--- src/rtl/motoro3_gate_monitor.sv ---
// Observe-only checker for the six gate-drive lines: shoot-through and dead-time faults, six-step sector decode, period and direction.
// The input lines are registered once, so status reports 2 cycles after a line event. The block only observes, so it has no backpressure.
module motoro3_gate_monitor #(
  parameter int DEAD_MIN  = 8,
  parameter int FLOAT_CYC = 2000,
  parameter int PERIOD_W  = 25
) (
  input  logic                clk,
  input  logic                rst,
  input  logic                aHp,
  input  logic                aLp,
  input  logic                bHp,
  input  logic                bLp,
  input  logic                cHp,
  input  logic                cLp,
  input  logic                clrFault,
  output logic                shootFault,
  output logic                deadFault,
  output logic [2:0]          faultLeg,
  output logic                sectorValid,
  output logic [2:0]          sector,
  output logic                dirRev,
  output logic                seqErr,
  output logic                periodStrobe,
  output logic [PERIOD_W-1:0] stepPeriod,
  output logic                stall
);

  localparam int OFF_W = $clog2(FLOAT_CYC + 1);
  localparam logic [OFF_W-1:0]    FLOAT_MAX = OFF_W'(FLOAT_CYC);
  localparam logic [OFF_W-1:0]    DEAD_LIM  = OFF_W'(DEAD_MIN);
  localparam logic [PERIOD_W-1:0] CNT_MAX   = '1;

  typedef enum logic [1:0] {ON_NONE, ON_H, ON_L} on_e;

  logic [2:0]          hp_q, hp_d, lp_q, lp_d;
  logic [2:0]          hp_prev_q, hp_prev_d, lp_prev_q, lp_prev_d;
  on_e                 last_on_q [3];
  on_e                 last_on_d [3];
  logic [OFF_W-1:0]    off_cnt_q [3];
  logic [OFF_W-1:0]    off_cnt_d [3];
  logic [2:0]          shoot_set, dead_set, h_cls, l_cls;
  logic                dec_vld;
  logic [2:0]          dec_sec, sec_fwd, sec_rev;
  logic                seq_set;

  logic                shoot_q, shoot_d, dead_q, dead_d, seq_q, seq_d;
  logic [2:0]          leg_q, leg_d;
  logic                valid_q, valid_d, dir_q, dir_d, strobe_q, strobe_d;
  logic [2:0]          sector_q, sector_d;
  logic [PERIOD_W-1:0] period_q, period_d, cnt_q, cnt_d;
  logic                have_sec_q, have_sec_d, first_chg_q, first_chg_d;

  // Per-leg tracking and classification on the registered copy of the lines.
  always_comb begin
    hp_d      = {cHp, bHp, aHp};
    lp_d      = {cLp, bLp, aLp};
    hp_prev_d = hp_q;
    lp_prev_d = lp_q;
    shoot_set = '0;
    dead_set  = '0;
    h_cls     = '0;
    l_cls     = '0;
    for (int i = 0; i < 3; i++) begin
      last_on_d[i] = last_on_q[i];
      off_cnt_d[i] = off_cnt_q[i];
      if (hp_q[i] || lp_q[i]) begin
        off_cnt_d[i] = '0;
      end else if (off_cnt_q[i] < FLOAT_MAX) begin
        off_cnt_d[i] = off_cnt_q[i] + OFF_W'(1);
      end
      // An overlap cycle leaves the last conducting side unchanged.
      if (hp_q[i] && !lp_q[i]) begin
        last_on_d[i] = ON_H;
      end else if (lp_q[i] && !hp_q[i]) begin
        last_on_d[i] = ON_L;
      end
      shoot_set[i] = hp_q[i] & lp_q[i];
      dead_set[i]  = (off_cnt_q[i] < DEAD_LIM) &&
                     ((hp_q[i] && !hp_prev_q[i] && last_on_q[i] == ON_L) ||
                      (lp_q[i] && !lp_prev_q[i] && last_on_q[i] == ON_H));
      h_cls[i] = hp_q[i] || (last_on_q[i] == ON_H && off_cnt_q[i] < FLOAT_MAX);
      l_cls[i] = !h_cls[i] && (lp_q[i] || (last_on_q[i] == ON_L && off_cnt_q[i] < FLOAT_MAX));
    end
  end

  always_comb begin
    dec_vld = 1'b1;
    dec_sec = 3'd0;
    case ({h_cls, l_cls})
      6'b001_010: dec_sec = 3'd0;
      6'b001_100: dec_sec = 3'd1;
      6'b010_100: dec_sec = 3'd2;
      6'b010_001: dec_sec = 3'd3;
      6'b100_001: dec_sec = 3'd4;
      6'b100_010: dec_sec = 3'd5;
      default:    dec_vld = 1'b0;
    endcase
  end

  always_comb begin
    sec_fwd     = (sector_q == 3'd5) ? 3'd0 : sector_q + 3'd1;
    sec_rev     = (sector_q == 3'd0) ? 3'd5 : sector_q - 3'd1;
    sector_d    = sector_q;
    dir_d       = dir_q;
    seq_set     = 1'b0;
    strobe_d    = 1'b0;
    period_d    = period_q;
    have_sec_d  = have_sec_q;
    first_chg_d = first_chg_q;
    valid_d     = dec_vld;
    cnt_d       = (cnt_q == CNT_MAX) ? cnt_q : cnt_q + PERIOD_W'(1);
    if (dec_vld) begin
      if (!have_sec_q) begin
        sector_d   = dec_sec;
        have_sec_d = 1'b1;
      end else if (dec_sec != sector_q) begin
        if (dec_sec == sec_fwd) begin
          dir_d = 1'b0;
        end else if (dec_sec == sec_rev) begin
          dir_d = 1'b1;
        end else begin
          seq_set = 1'b1;
        end
        // The first change after reset only starts the period measurement.
        if (first_chg_q) begin
          period_d = cnt_q;
          strobe_d = 1'b1;
        end
        first_chg_d = 1'b1;
        cnt_d       = PERIOD_W'(1);
        sector_d    = dec_sec;
      end
    end
  end

  // A clear and a new fault in the same cycle leave the flag set.
  always_comb begin
    shoot_d = (shoot_q & ~clrFault) | (|shoot_set);
    dead_d  = (dead_q & ~clrFault) | (|dead_set);
    leg_d   = (leg_q & {3{~clrFault}}) | shoot_set | dead_set;
    seq_d   = (seq_q & ~clrFault) | seq_set;
  end

  always_ff @(posedge clk) begin
    if (rst) begin
      hp_q        <= '0;
      lp_q        <= '0;
      hp_prev_q   <= '0;
      lp_prev_q   <= '0;
      for (int i = 0; i < 3; i++) begin
        last_on_q[i] <= ON_NONE;
        off_cnt_q[i] <= '0;
      end
      shoot_q     <= 1'b0;
      dead_q      <= 1'b0;
      leg_q       <= '0;
      seq_q       <= 1'b0;
      valid_q     <= 1'b0;
      sector_q    <= '0;
      dir_q       <= 1'b0;
      strobe_q    <= 1'b0;
      period_q    <= '0;
      cnt_q       <= '0;
      have_sec_q  <= 1'b0;
      first_chg_q <= 1'b0;
    end else begin
      hp_q        <= hp_d;
      lp_q        <= lp_d;
      hp_prev_q   <= hp_prev_d;
      lp_prev_q   <= lp_prev_d;
      last_on_q   <= last_on_d;
      off_cnt_q   <= off_cnt_d;
      shoot_q     <= shoot_d;
      dead_q      <= dead_d;
      leg_q       <= leg_d;
      seq_q       <= seq_d;
      valid_q     <= valid_d;
      sector_q    <= sector_d;
      dir_q       <= dir_d;
      strobe_q    <= strobe_d;
      period_q    <= period_d;
      cnt_q       <= cnt_d;
      have_sec_q  <= have_sec_d;
      first_chg_q <= first_chg_d;
    end
  end

  assign shootFault   = shoot_q;
  assign deadFault    = dead_q;
  assign faultLeg     = leg_q;
  assign sectorValid  = valid_q;
  assign sector       = sector_q;
  assign dirRev       = dir_q;
  assign seqErr       = seq_q;
  assign periodStrobe = strobe_q;
  assign stepPeriod   = period_q;
  assign stall        = (cnt_q == CNT_MAX);

endmodule

--- config.mk ---
export PLATFORM = sky130hd
export DESIGN_NAME = motoro3_gate_monitor
export DESIGN_NICKNAME = d
export VERILOG_FILES = /design/src/rtl/motoro3_gate_monitor.sv
export SDC_FILE = /design/constraint.sdc
export NUM_CORES = 1
export LEC_CHECK = 0
export BUFFER_PORTS_ARGS = -buffer_cell sky130_fd_sc_hd__buf_4
export CAP_MARGIN = 20
export CORE_UTILIZATION = 64
export DETAILED_ROUTE_END_ITERATION = 7
export MAX_ROUTING_LAYER = met4
export PLACE_DENSITY = 0.85
export SETUP_SLACK_MARGIN = 0.4
export SLEW_MARGIN = 20
export SYNTH_ARGS = -nofsm -noshare
export SYNTH_HDL_FRONTEND = slang
export SYNTH_SLANG_ARGS = --single-unit
--- constraint.sdc ---
create_clock -name clk -period 7.46 [get_ports clk]
set_input_delay 0 -clock clk [delete_from_list [all_inputs] [get_ports clk]]
set_output_delay 0 -clock clk [all_outputs]
set_load 0.05 [all_outputs]
==> impl_metrics.csv <==
group,metric,value,unit
sta,slew_viol_final,0,
global_routing,antenna_found_initial,0,
finish,fin_area,6282,um2
synth,synth_seq_area_share,0.4405,
finish,finish.utilization,0.8046,
place,placed_cell_area,5597,um2
synth,synth.distinct_cells,59,
global_routing,grt_pass1_wl,19060,um
clock_network,clock_latency,0.51,ns
power,ir_worst_vdd,0.0001800,V
synth,ys_top_cells_by_area,"dfxtp_1 44%, mux2i_1 6.3%, xor2_1 5.9%",
worst_setup_path,crit-reg2reg-launch,"off_cnt_q[29]",
sta,hold_violations,0,
sta,rsz0062_at_grt,"false",
drt,totalWireLength,11190,um
global_routing,grt_max_degree,63,
clock_network,clock_path_buffers,2,
finish,drive_gt1_frac,0.1693,
worst_setup_path,critical_path_peak_fanout,24,
synth,synth_top_area_cell,"dfxtp_1",
finish,diodes,0,
outcome,status,"completed",
sta,finalSetupViolCount,0,
synth,synth_area,5226,um2
clock_network,cts_root_buffer,"clkbuf_8",
place,port_buffers,46,
global_routing,grt_usage,0.2874,
clock_network,h-tree-depth,4,
flow_run,drv_cap,0,
synth,netlist.area_leader.share,0.4405,
die,fp.dieW,92.37,um
synth,postSynthAreaPerCell,9.250,um2
finish,mostFrequentLayoutCell,"dfxtp_1",
sta,hold_ws,0.2518,ns
global_routing,grt_pass1_vias,4126,
hold_path,hold_class,"in -> reg",
sta,tightest_slew,0.6870,ns
clock_network,clkSinkCount,115,
hold_path,hold_start,"aHp",
sta,tns,0,ns
power,power_density,248.6,nW/um2
worst_setup_path,critPathLaunch,"off_cnt_q[29]",
sta,relSlewSlack,0.5420,
sta,period_needed,3.494,ns
clock_network,numCtsBuffers,17,
die,row_count,32,
die,die_h,92.37,um
synth,synthCells,565,
drt,drtAntennaViolNets,0,
drt,vias,4226,
global_routing,grt.busiest_layer,"met2",
power,p_leak,2.680,nW
global_routing,grt-ovfl-total,0,
global_routing,grt_use_met1,0.3309,
drt,wire_per_inst,15.25,um
worst_setup_path,crit_required,7.83,ns
synth,async_flop_share,0,
place,globalplace.congestion,0.8515,
global_routing,grtUsageMet2,0.4889,
clock_network,cts_tree,"yes",
die,die_area,8531,um2
die,core-area,7807,um2
clock_network,path_clk_slew,0.06,ns
sta,post-route-period-util,0.4684,
synth,ys.flop_type,"dfxtp_1",
die,initial_core_util,0.6694,
worst_setup_path,crit_type,"reg -> reg",
drt,via_per_inst,5.757,
drt,drc,0,
place,dp_hpwl,7160,um
synth,syn_nets,591,
synth,synth-edff-count,0,
worst_setup_path,cp-end-kind,"flop",
finish,final_nets,645,
global_routing,use_met3,0.07307,
sta,clock.fmax,0.2862,GHz
power,p_total,1.562,mW
synth,yosysWarnings,0,
synth,yosys_register_bits,115,
sta,fin_skew,0.009154,ns
worst_setup_path,cp.arrival,3.86,ns
clock_network,post_cts_buffers,0,
finish,areaGrowthSynthToFinish,20.21,%
die,ios,47,
drt,firstDrtPassIters,4,
drt,first_iter_violations,201,
worst_setup_path,start_kind,"flop",
finish,final_cell_mix,"115 x dfxtp_1, 81 x nor2_1, 47 x buf_4",
critical path: stages, from the launching register on:
cell and delay [ns]:
dfxtp_1 0.45, and3_1 0.33, nand2_1 0.26, a2111oi_0 0.57, o21ai_0 0.28, xnor2_1 0.42
o31a_1 0.30, or2_2 0.60, nor2_1 0.13
stage by stage:
step	instances	setup slack, ns
2_1_floorplan	565	4.580
3_3_place_gp	694	3.851
3_5_place_dp	694	3.719
4_1_cts	734	3.598
5_1_grt	734	3.672
6_report	734	3.966
what timing repair did:
action,CTS,global route
gates resized for setup,0,0
endpoints found under the hold margin,37,0
hold buffers,8,0
power breakdown:
part / total (mW) / leakage [nW] / internal, mW / switching [mW]
logic: 0.0932 / 1.46 / 0.0359 / 0.0573
clock network: 0.829 / 0.290 / 0.544 / 0.285
registers: 0.640 / 0.932 / 0.627 / 0.0129
total: 1.56 / 2.68 / 1.21 / 0.355
sequential cells by signal, summed over array words and instances, names as in the netlist, 3 cells and up:
| register | cells |
|---|---|
| stepPeriod | 25 |
| cnt_q | 25 |
| lp_prev_q | 3 |
| off_cnt_q | 33 |
| hp_prev_d | 3 |
| sector | 3 |
| hp_prev_q | 3 |
| last_on_q | 6 |
| lp_prev_d | 3 |
| faultLeg | 3 |
cells by family after synthesis:
family	after synthesis	synth area share
XOR/XNOR	51	0.08547
AO/OA/AOI/OAI	66	0.08954
AND/OR/NAND/NOR	245	0.2384
flip-flops	115	0.4405
adder cells (fa/ha/maj)	18	0.04261
buffers and inverters	35	0.03519
multiplexers	35	0.06823
layer usage:
layer	vias up	part of all wire
met2	91	0.50
met4	0	0.016
met3	19	0.038
met5	-	0
met1	2049	0.44
li1	2067	-
layout make-up:
cell class,instances,area (um2)
fill,492,1525
timing repair buffer,55,432.9
inverter,15,56.30
tap,102,127.6
clock inverter,12,180.2
sequential,115,2302
multi-input combinational,415,2758
clock buffer,20,425.4
path summary, 6_finish.rpt:
| check | endpoint | slack, ns | cells past startpoint |
|---|---|---|---|
| max | cnt_q[24] | 3.97 | 8 |
| min | hp_prev_d[0] | 0.25 | 3 |
| max reg2reg | cnt_q[24] | 3.97 | 8 |
| min reg2reg | shootFault | 0.48 | 2 |
Yosys cell counts, types with 6 or more instances:
master	number
xor2_1	35
ha_1	17
nor3_1	11
nand4_1	13
clkbuf_1	11
nand2b_1	7
and2_1	6
mux2i_1	33
nor4_1	6
and4_1	7
buf_6	6
dfxtp_1	115
nand3_1	21
nand2_1	33
a21oi_1	28
xnor2_1	16
nor2b_1	9
and3_1	15
nor2_1	81
nor2_2	19
inv_1	15
a31oi_1	6
Power figures use the tool's default switching activity.
